### src/rtl/arm_decoder.sv
// ARM instruction decoder: classifies a fetched word, extracts register and immediate
// fields, and buffers decoded entries in a 2-deep in-order FIFO with valid/ready on both sides.
package cpu_types_pkg;
    typedef enum logic [4:0] {
        DATAPROC_IMM     = 5'd0,
        DATAPROC_REG_IMM = 5'd1,
        DATAPROC_REG_REG = 5'd2,
        LOAD             = 5'd3,
        STORE            = 5'd4,
        LDR_STR_HALF_IMM = 5'd5,
        LDR_STR_HALF_REG = 5'd6,
        LDM_STM          = 5'd7,
        BRANCH           = 5'd8,
        BRANCH_LINK      = 5'd9,
        BRANCH_EX        = 5'd10,
        SWI              = 5'd11,
        MULTIPLY         = 5'd12,
        MULTIPLY_LONG    = 5'd13,
        SWAP             = 5'd14,
        MRS              = 5'd15,
        MSR              = 5'd16,
        UNDEF            = 5'd17,
        EXCEPTION        = 5'd18
    } instr_type_t;

    localparam logic [3:0] COND_AL = 4'hE;
    localparam logic [3:0] COND_NV = 4'hF;

    typedef struct packed {
        instr_type_t instr_type;
        logic [3:0]  cond;
        logic [3:0]  rd;
        logic [3:0]  rn;
        logic [3:0]  rm;
        logic [3:0]  rs;
        logic [23:0] immediate;
    } decoded_word_t;
endpackage

module arm_decoder
    import cpu_types_pkg::*;
#(
    parameter int PC_WIDTH = 32
) (
    input  logic                clk,
    input  logic                rst,
    input  logic                flush,
    input  logic                in_valid,
    output logic                in_ready,
    input  logic [31:0]         in_instr,
    input  logic [PC_WIDTH-1:0] in_pc,
    input  logic                in_abort,
    output logic                out_valid,
    input  logic                out_ready,
    output decoded_word_t       out_decoded,
    output logic [PC_WIDTH-1:0] out_pc
);
    // Handshake: a side transfers on a cycle where valid && ready at the rising edge;
    // flush discards the transfer on both sides in that cycle.

    logic [31:0]   ir;
    instr_type_t   dec_type;
    logic [23:0]   dec_imm;
    decoded_word_t dec;

    assign ir = in_instr;

    // First matching rule wins; the condition field is carried, never evaluated.
    always_comb begin
        dec_type = UNDEF;
        if (in_abort)
            dec_type = EXCEPTION;
        else if (ir[27:4] == 24'h12FFF1)
            dec_type = BRANCH_EX;
        else if (ir[27:25] == 3'b101)
            dec_type = ir[24] ? BRANCH_LINK : BRANCH;
        else if (ir[27:24] == 4'b1111)
            dec_type = SWI;
        else if (ir[27:22] == 6'b000000 && ir[7:4] == 4'b1001)
            dec_type = MULTIPLY;
        else if (ir[27:23] == 5'b00001 && ir[7:4] == 4'b1001)
            dec_type = MULTIPLY_LONG;
        else if (ir[27:23] == 5'b00010 && ir[21:20] == 2'b00 && ir[11:4] == 8'h09)
            dec_type = SWAP;
        else if (ir[27:25] == 3'b000 && ir[7] && ir[4] && ir[6:5] != 2'b00)
            dec_type = ir[22] ? LDR_STR_HALF_IMM : LDR_STR_HALF_REG;
        else if (ir[27:23] == 5'b00010 && ir[21:16] == 6'b001111 && ir[11:0] == 12'h000)
            dec_type = MRS;
        else if (ir[27:26] == 2'b00 && ir[24:23] == 2'b10 && ir[21:20] == 2'b10
                 && ir[15:12] == 4'hF)
            dec_type = MSR;
        else if (ir[27:25] == 3'b011 && ir[4])
            dec_type = UNDEF;
        else if (ir[27:26] == 2'b01)
            dec_type = ir[20] ? LOAD : STORE;
        else if (ir[27:25] == 3'b100)
            dec_type = LDM_STM;
        else if (ir[27:26] == 2'b00) begin
            if (ir[25])
                dec_type = DATAPROC_IMM;
            else if (!ir[4])
                dec_type = DATAPROC_REG_IMM;
            else if (!ir[7])
                dec_type = DATAPROC_REG_REG;
            else
                dec_type = UNDEF;
        end
    end

    always_comb begin
        dec_imm = ir[23:0];
        case (dec_type)
            DATAPROC_IMM:     dec_imm = {7'b0, ir[24:20], ir[11:0]};
            DATAPROC_REG_IMM: dec_imm = {12'b0, ir[24:20], ir[11:5]};
            DATAPROC_REG_REG: dec_imm = {17'b0, ir[24:20], ir[6:5]};
            LOAD, STORE:      dec_imm = {7'b0, ~ir[25], ~ir[24], ir[23:21], ir[11:0]};
            LDR_STR_HALF_IMM: dec_imm = {16'b0, ir[11:8], ir[3:0]};
            LDM_STM:          dec_imm = {8'b0, ir[15:0]};
            MSR:              dec_imm = ir[25] ? {12'b0, ir[11:0]} : ir[23:0];
            EXCEPTION:        dec_imm = 24'h0;
            default:          dec_imm = ir[23:0];
        endcase
    end

    always_comb begin
        dec.instr_type = dec_type;
        dec.cond       = ir[31:28];
        dec.rd         = ir[15:12];
        dec.rn         = ir[19:16];
        dec.rm         = ir[3:0];
        dec.rs         = ir[11:8];
        dec.immediate  = dec_imm;
    end

    decoded_word_t       mem_dec [2];
    logic [PC_WIDTH-1:0] mem_pc  [2];
    logic                wr_ptr;
    logic                rd_ptr;
    logic [1:0]          count;
    logic [1:0]          count_next;
    logic                not_full;
    logic                push;
    logic                pop;

    assign push = in_valid && in_ready && !flush;
    assign pop  = out_valid && out_ready && !flush;

    always_comb begin
        count_next = count + {1'b0, push} - {1'b0, pop};
    end

    // not_full is registered so in_ready never depends on out_ready within a cycle.
    always_ff @(posedge clk or posedge rst) begin
        if (rst) begin
            count      <= 2'd0;
            wr_ptr     <= 1'b0;
            rd_ptr     <= 1'b0;
            not_full   <= 1'b1;
            mem_dec[0] <= '0;
            mem_dec[1] <= '0;
            mem_pc[0]  <= '0;
            mem_pc[1]  <= '0;
        end else if (flush) begin
            count    <= 2'd0;
            wr_ptr   <= 1'b0;
            rd_ptr   <= 1'b0;
            not_full <= 1'b1;
        end else begin
            if (push) begin
                mem_dec[wr_ptr] <= dec;
                mem_pc[wr_ptr]  <= in_pc;
                wr_ptr          <= ~wr_ptr;
            end
            if (pop)
                rd_ptr <= ~rd_ptr;
            count    <= count_next;
            not_full <= (count_next != 2'd2);
        end
    end

    assign in_ready    = not_full && !rst;
    assign out_valid   = (count != 2'd0);
    assign out_decoded = mem_dec[rd_ptr];
    assign out_pc      = mem_pc[rd_ptr];

endmodule

### config.mk
export PLATFORM = sky130hd
export DESIGN_NAME = arm_decoder
export DESIGN_NICKNAME = d
export VERILOG_FILES = /design/src/rtl/arm_decoder.sv
export SDC_FILE = /design/constraint.sdc
export NUM_CORES = 1
export LEC_CHECK = 0
export BUFFER_PORTS_ARGS = -buffer_cell sky130_fd_sc_hd__buf_2
export CORE_UTILIZATION = 31
export CTS_CLUSTER_SIZE = 10
export DETAILED_ROUTE_END_ITERATION = 10
export PLACE_DENSITY = 0.5
export SETUP_SLACK_MARGIN = 0.05
export SYNTH_ARGS = -nofsm -noshare
export SYNTH_HDL_FRONTEND = slang
export SYNTH_SLANG_ARGS = --single-unit
### constraint.sdc
create_clock -name clk -period 9.3 [get_ports clk]
set_input_delay 1.86 -clock clk [delete_from_list [all_inputs] [get_ports clk]]
set_output_delay 1.86 -clock clk [all_outputs]
set_load 0.02 [all_outputs]
==> flow_summary.toml, run 1 <==
[route]
vias = 6613
drc = 0
via_per_inst = 4.88
first_iter_violations = 433
drtPass1Iterations = 5
ant_nets = 0
routed_wl_um = 23000
routedWlPerCell_um = 17.0

[logic_synthesis]
synth-edff-count = 0
synth_cells = 893
async_flop_share = 1.00
syn_area_um2 = 8110
synth_top_area_frac = 0.512
synth_common_cells = "376 x nand2_1, 166 x dfrtp_1, 81 x mux2_2"
synthDistinctLibCells = 60
synth_most_common_cell = "nand2_1"
yosys_warnings = 0
seq_area_frac_synth = 0.515
synth_ff_type = "dfrtp_1"
synth.largest_area_cell = "dfrtp_1"
syn_area_per_cell_um2 = 9.09
ys_top_cells_by_area = "dfrtp_1 51%, nand2_1 17%, mux2_2 11%, o21ai_0 2.2%, clkbuf_1 2.1%"
syn_nets = 965
synth-seq-cells = 167

[cts]
clk_latency_ns = 0.42
cts_buffer_depth = 2
path_clk_slew_ns = 0.06
cts_tree = "built"
clock_sink_count = 167
cts_setup_buffers = 0
root_buffer = "clkbuf_16"
cts.repair.resized = 0
htree_levels = 4
cts-buffers-inserted = 17
cts_hold_buffers = 0

[sta]
tns_ns = 0
period_needed_ns = 5.06
setup_ws_ns = 4.24
slew_viol_final = 0
fin_crit_sh = 0.544
setup_viol = 0
rsz0062_at_grt = "no"
tightest_slew_ns = 0.933
hold_violations = 0
timing.fmax_mhz = 198
finClkSkew_ns = 0.00696
relSlewSlack = 0.378

[floorplan]
dieArea_um2 = 26800
pin_count = 153
core_area_um2 = 25400
die_y_um = 164
fp-row-count = 58
die-width_um = 164
start_util = 0.319

[global_route]
overflow = 0
grt_start_max_net_pins = 100
grt_pass1_wl_um = 36300
antenna_found_initial = 0
grt_pass1_vias = 6583
grt_use_total = 0.176

[placed_design]
place_congestion = 0.881
dpl_worst_slack_ns = 3.87
dp.final_hpwl_um = 14800
port-buffer-count = 152
post_dp_cell_area_um2 = 9130

[power_and_ir_drop]
p_total_uw = 2330
p_per_area_nw_per_um2 = 241
leakage_uw = 0.00484
ir_drop_uv = 88.2

[layout]
area_delta_synth_final_pct = 19.1
final_nets = 1083
antenna_cells = 0
final_cell_area_um2 = 9660
fillerInstances = 2627
final_layout_size_suffix_gt1_frac = 0.281

[min_path]
hold_class = "reg -> reg"

[setup_path]
setup.worst_path.end_class = "flip-flop"
start_kind = "input pin"
crit_type = "in -> reg"
critPathRequiredTime_ns = 9.57
path_max_fanout = 16
cp.arrival_ns = 5.32

[run]
maxCapViolCount = 0

[run_status]
status = "complete, no violations"
logic make-up after synthesis:
group,Yosys count,synth area share
DFF,167,0.515
adders and majority gates,2,0.00308
and+or+nand+nor,466,0.238
xor gates and xnor gates,4,0.00432
buffers and inverters,65,0.0318
muxes,81,0.112
AOI/OAI and AO/OA,108,0.0955
critical path, cell delays in order:
cell     delay [ns]
buf_2          0.12
or4_1          0.53
or4_4          0.54
o21ba_1        0.20
a211o_1        0.40
nor4_4         0.77
nor2_4         0.15
a21oi_2        0.55
o21ai_0        0.19
power by group:
group          total [µW]  internal, µW  leakage, µW  switching, µW
registers            1020           922      0.00212           98.0
clock network         654           346     0.000248            308
logic                 658           264      0.00247            394
metrics by stage:
stage,util,instances,hold WS [ns]
floorplan,-,893,0.440
global placement,0.359,1322,0.452
detailed placement,0.359,1322,0.458
CTS,0.380,1354,0.475
global route,0.380,1354,0.488
finish,0.380,1354,0.469
final cells by class:
| cell class | count | area (µm²) | area share |
|---|---|---|---|
| sequential | 167 | 4180 | 0.433 |
| clock inverter | 12 | 96.3 | 0.00997 |
| inverter | 6 | 27.5 | 0.00285 |
| clock buffer | 20 | 437 | 0.0452 |
| multi-input combinational | 661 | 3700 | 0.383 |
| tap | 330 | 413 | 0.0427 |
| timing repair buffer | 158 | 806 | 0.0834 |
registers in the layout, indices dropped and copies added (netlist names):
| signal | cells |
|---|---|
| mem_dec | 98 |
| count | 2 |
| mem_pc | 64 |
| wr_ptr | 1 |
| not_full | 1 |
| rd_ptr | 1 |
final timing paths:
kind | from | to | slack [ns] | depth (start not counted)
worst max-delay path | in_instr[1] | mem_dec[21]$_DFFE_PP0P_ | 4.24 | 9
worst min-delay path | mem_pc[51]$_DFFE_PP0P_ | mem_pc[51]$_DFFE_PP0P_ | 0.47 | 2
worst max register to register | not_full$_DFF_PP1_ | mem_dec[68]$_DFFE_PP0P_ | 6.83 | 8
worst min register to register | mem_pc[51]$_DFFE_PP0P_ | mem_pc[51]$_DFFE_PP0P_ | 0.47 | 2
max in group asynchronous | rst | rd_ptr$_DFFE_PP0P_ | 6.07 | 3
min in group asynchronous | rst | mem_pc[30]$_DFFE_PP0P_ | 1.63 | 2
cells in the final DEF, fill, tap and decap left out, types with 6 or more instances in the layout:
cell type / n
o21ai_0: 36
nor2_1: 39
o22ai_1: 8
a222oi_1: 6
a31oi_1: 6
dfrtp_1: 165
nand2_1: 375
clkbuf_16: 17
nor3_1: 6
a21oi_1: 8
a221oi_1: 18
buf_2: 152
mux2_2: 81
buf_4: 6
routing by layer:
metal,part of all wire,global-route usage,vias up
li1,-,-,3231
met1,0.48,0.239,3196
met2,0.46,0.283,162
met3,0.048,0.0364,24
met4,0.014,0.0471,0
met5,0,0,-
Power figures use the tool's default switching activity.
==> run 2: changes to the inputs <==
--- a/config.mk
+++ b/config.mk
@@ -9,7 +9,7 @@
 export CORE_UTILIZATION = 31
 export CTS_CLUSTER_SIZE = 10
 export DETAILED_ROUTE_END_ITERATION = 10
-export PLACE_DENSITY = 0.5
+export PLACE_DENSITY = 0.51
 export SETUP_SLACK_MARGIN = 0.05
 export SYNTH_ARGS = -nofsm -noshare
 export SYNTH_HDL_FRONTEND = slang
==> constraint.sdc (replaced) <==
create_clock -name clk -period 4.6 [get_ports clk]
set_input_delay 0.92 -clock clk [delete_from_list [all_inputs] [get_ports clk]]
set_output_delay 0.92 -clock clk [all_outputs]
set_load 0.02 [all_outputs]
==> flow_summary.toml, run 2 (synthesis results as in run 1) <==
[run_status]
status = "complete, no violations"

[cts]
clock_sink_count = 167
cts.repair.resized = 0
cts_tree = "built"
cts_hold_buffers = 0
path_clk_slew_ns = 0.07
clk_latency_ns = 0.43
root_buffer = "clkbuf_16"
htree_levels = 4
cts_buffer_depth = 2
cts_setup_buffers = 0
cts-buffers-inserted = 17

[layout]
regMostFlops = "mem_dec"
finalNonFillerCells = 1358
antenna_cells = 0
largest_register_ffs = 98
largestRegisters = "mem_dec x98, mem_pc x64, count x2"
layout_common_cells = "375 x nand2_1, 165 x dfrtp_1, 152 x buf_2, 81 x mux2_2, 39 x nor2_1"
area_delta_synth_final_pct = 21.1
fillerInstances = 2651
multi_input_area_um2 = 3700
regArea_um2 = 4180
mostFrequentLayoutCell = "nand2_1"
final_nets = 1087
final_layout_size_suffix_gt1_frac = 0.286

[placed_design]
place_congestion = 0.851
port-buffer-count = 152
dp.final_hpwl_um = 15100
dpl_worst_slack_ns = 0.519
place_inst = 1326

[sta]
setup_viol = 0
setup_ws_ns = 0.952
fin_crit_sh = 0.793
finClkSkew_ns = 0.00647
period_needed_ns = 3.65
timing.fmax_mhz = 274
slew_viol_final = 0
rsz0062_at_grt = "no"
tns_ns = 0
hold_violations = 0
relSlewSlack = 0.263
tightest_slew_ns = 1.11
holdWs_ns = 0.468

[setup_path]
setup.worst_path.end_class = "flip-flop"
crit_type = "in -> reg"
cp.arrival_ns = 3.91
start_kind = "input pin"
critPathRequiredTime_ns = 4.87
path_max_fanout = 15

[floorplan]
start_util = 0.319
core_area_um2 = 25400
dieArea_um2 = 26800
pin_count = 153
die_y_um = 164
fp-row-count = 58
die-width_um = 164

[global_route]
grt_pass1_vias = 6595
overflow = 0
grt_start_max_net_pins = 168
antenna_found_initial = 0
grt_use_total = 0.179
grt_pass1_wl_um = 36700

[route]
routed_wl_um = 23300
drc = 0
ant_nets = 0
first_iter_violations = 444
vias = 6657
via_per_inst = 4.90
routedWlPerCell_um = 17.1
drtPass1Iterations = 7

[min_path]
hold_class = "reg -> reg"

[power_and_ir_drop]
p_per_area_nw_per_um2 = 507
leakage_uw = 0.00493
ir_drop_uv = 194

[run]
maxCapViolCount = 0
[run 2: cell count changes in the layout (fill, tap and decap cells not counted), moves of 2 or more]
cell / change
buf_12: +2
clkbuf_1: -2
bufinv_16: +4
clkinvlp_4: -3
inv_8: +3
buf_4: +2
[run 2: metal layers]
metal  GRT usage  share of wire  up-vias
li1            -              -     3233
met1       0.240           0.46     3226
met2       0.290           0.47      176
met3      0.0354          0.051       22
met4      0.0518          0.013        0
met5           0              0        -
[run 2: critical path, stage by stage]
cell and delay, ns:
buf_2 0.13, or4_1 0.53, or4_4 0.54, a21o_1 0.27, a2111oi_4 0.54, nor4_4 0.08
buf_4 0.20, or2_2 0.31, a22oi_1 0.24, o21ai_0 0.14
[run 2: layout make-up]
| type | count | area share |
|---|---|---|
| timing repair buffer | 162 | 0.0876 |
| sequential | 167 | 0.426 |
| tap | 330 | 0.0420 |
| clock inverter | 14 | 0.0215 |
| inverter | 6 | 0.00267 |
| multi-input combinational | 661 | 0.377 |
| clock buffer | 18 | 0.0437 |
[run 2: stage by stage]
step	instance area, µm²	utilization	power [µW]
final	9820	0.387	4980
after global routing	9820	0.387	5290
after floorplan	8120	-	3010
after CTS	9820	0.387	5070
after detailed placement	9180	0.362	3450
after global placement	9180	0.362	3430
[run 2: path summary, 6_finish.rpt]
kind	from	end	slack, ns	depth (start not counted)
max	in_instr[1]	mem_dec[50]$_DFFE_PP0P_	0.95	10
min	mem_dec[78]$_DFFE_PP0P_	mem_dec[78]$_DFFE_PP0P_	0.47	2
max reg2reg	not_full$_DFF_PP1_	mem_dec[19]$_DFFE_PP0P_	2.27	6
min reg2reg	mem_dec[78]$_DFFE_PP0P_	mem_dec[78]$_DFFE_PP0P_	0.47	2
max in group asynchronous	rst	mem_dec[94]$_DFFE_PP0P_	3.04	3
min in group asynchronous	rst	mem_pc[63]$_DFFE_PP0P_	0.63	3
[run 2: power breakdown]
group          total (µW)  switching, µW  internal (µW)
clock                1580            647            929
sequential           2080            214           1860
combinational        1330            789            541
==> run 3: changes to the inputs <==
==> constraint.sdc (replaced) <==
create_clock -name clk -period 3 [get_ports clk]
set_input_delay 0.6 -clock clk [delete_from_list [all_inputs] [get_ports clk]]
set_output_delay 0.6 -clock clk [all_outputs]
set_load 0.02 [all_outputs]
==> flow_summary.toml, run 3 (synthesis results as in run 1) <==
[sta]
setup_viol = 22
period_needed_ns = 3.13
fin_crit_sh = 1.04
finClkSkew_ns = 0.00732
relSlewSlack = 0.394
tightest_slew_ns = 0.909
rsz0062_at_grt = "yes"
hold_violations = 0
timing.fmax_mhz = 319
setup_ws_ns = -0.135
slew_viol_final = 0
holdWs_ns = 0.274

[floorplan]
die-width_um = 164
fp-row-count = 58
die_y_um = 164
core_area_um2 = 25400
start_util = 0.319
pin_count = 153
dieArea_um2 = 26800

[layout]
final_nets = 1165
area_delta_synth_final_pct = 32.0
fillerInstances = 2551
largest_register_ffs = 98
antenna_cells = 0
layout_common_cells = "375 x nand2_1, 165 x dfrtp_1, 150 x buf_2, 81 x mux2_2, 74 x buf_4"
mostFrequentLayoutCell = "nand2_1"
regMostFlops = "mem_dec"
largestRegisters = "mem_dec x98, mem_pc x64, count x2"
final_layout_size_suffix_gt1_frac = 0.361
finalNonFillerCells = 1436

[cts]
clk_latency_ns = 0.43
cts-buffers-inserted = 17
cts_tree = "built"
clock_sink_count = 167
cts_buffer_depth = 2
cts_hold_buffers = 0
htree_levels = 4
root_buffer = "clkbuf_16"
path_clk_slew_ns = 0.07

[route]
vias = 7032
first_iter_violations = 530
routedWlPerCell_um = 17.3
via_per_inst = 4.90
routed_wl_um = 24800
ant_nets = 0
drc = 0
drtPass1Iterations = 6

[global_route]
grt_pass1_wl_um = 38600
overflow = 0
grt_pass1_vias = 7066
grt_start_max_net_pins = 69
antenna_found_initial = 0
grt_use_total = 0.188

[placed_design]
dp.final_hpwl_um = 16600
place_congestion = 0.855
port-buffer-count = 152
place_inst = 1397

[run_status]
violations = "negative setup slack"
status = "finished, violations left"

[setup_path]
start_kind = "input pin"
path_max_fanout = 8
critPathRequiredTime_ns = 3.30
crit_type = "in -> reg"
setup.worst_path.end_class = "flip-flop"
cp.arrival_ns = 3.43
r2r_slack_ns = 0.76

[power_and_ir_drop]
ir_drop_uv = 305
combPwrFrac = 0.293
p_per_area_nw_per_um2 = 720
p_clk_frac = 0.298
p_int_uw = 5110
leakage_uw = 0.00539
seq_power_share = 0.409
p_switching_uw = 2600
switching_share = 0.337

[min_path]
hold_class = "in -> async"

[run]
maxCapViolCount = 0
==> run 3: changes by cell type in the layout (fill, tap and decap cells not counted), sizes merged <==
cell      delta
buf         +77
clkinv       +3
inv          -3
bufinv       -2
clkbuf       +1
clkinvlp     +1
o22ai        +1
==> run 3: critical path, stage by stage <==
cell and delay, ns:
buf_2 0.15, nor4_1 0.57, nand4b_1 0.27, buf_4 0.21, o21ba_4 0.22, a211o_4 0.36
nor4_4 0.17, buf_4 0.17, nor2_4 0.06, buf_12 0.14, a211oi_4 0.24, buf_6 0.18
o22ai_1 0.09
==> run 3: layout make-up <==
cell class	count	area, µm²	area share
Clock buffer	19	453	0.0423
Clock inverter	13	164	0.0153
Inverter	6	26.3	0.00245
Multi-Input combinational cell	662	3920	0.366
Sequential cell	167	4180	0.391
Tap cell	330	413	0.0385
Timing Repair Buffer	239	1550	0.145
==> run 3: path summary, 6_finish.rpt <==
kind / from / endpoint / cells past startpoint
worst max register to register: not_full$_DFF_PP1_ / not_full$_DFF_PP1_ / 9
worst max-delay path: in_instr[10] / mem_dec[63]$_DFFE_PP0P_ / 13
min in group clk: in_pc[22] / mem_pc[22]$_DFFE_PP0P_ / 3
worst min register to register: mem_dec[77]$_DFFE_PP0P_ / mem_dec[77]$_DFFE_PP0P_ / 2
worst min-delay path: rst / mem_pc[59]$_DFFE_PP0P_ / 2
max in group asynchronous: rst / not_full$_DFF_PP1_ / 3
==> run 3: what timing repair did <==
action                                  4_1_cts  5_1_grt
gates cloned                                  0        1
buffers inserted                              4        2
pin swaps                                    15       11
resized for setup                            24       23
endpoints found under the hold margin         0        0
endpoints found under the setup margin       48       48
==> run 3: routing by layer <==
metal / vias up / GRT usage / wire, µm
met5: - / 0 / 0
met4: 0 / 0.0644 / 590
met3: 34 / 0.0366 / 1300
met2: 212 / 0.309 / 11800
met1: 3376 / 0.246 / 11100
li1: 3410 / - / -
==> run 3: per-stage QoR <==
stage / instance area [µm²] / util / total power [µW] / TNS, ns / setup WS [ns]
floorplan: 8150 / - / 4620 / -11.34 / -0.312
global placement: 9800 / 0.386 / 5360 / -25.75 / -0.585
detailed placement: 9800 / 0.386 / 5400 / -25.46 / -0.606
CTS: 10600 / 0.416 / 7770 / -0.885 / -0.0758
global route: 10700 / 0.422 / 8190 / -3.38 / -0.166
finish: 10700 / 0.422 / 7720 / -1.41 / -0.135
==> run 3: power by group through the flow <==
| stage | Sequential, µW | Clock (µW) | Combinational [µW] |
|---|---|---|---|
| floorplan | 3100 | 0 | 1520 |
| global placement | 3180 | 0 | 2180 |
| detailed placement | 3200 | 0 | 2200 |
| CTS | 3160 | 2370 | 2240 |
| global route | 3230 | 2470 | 2490 |
| finish | 3150 | 2300 | 2260 |
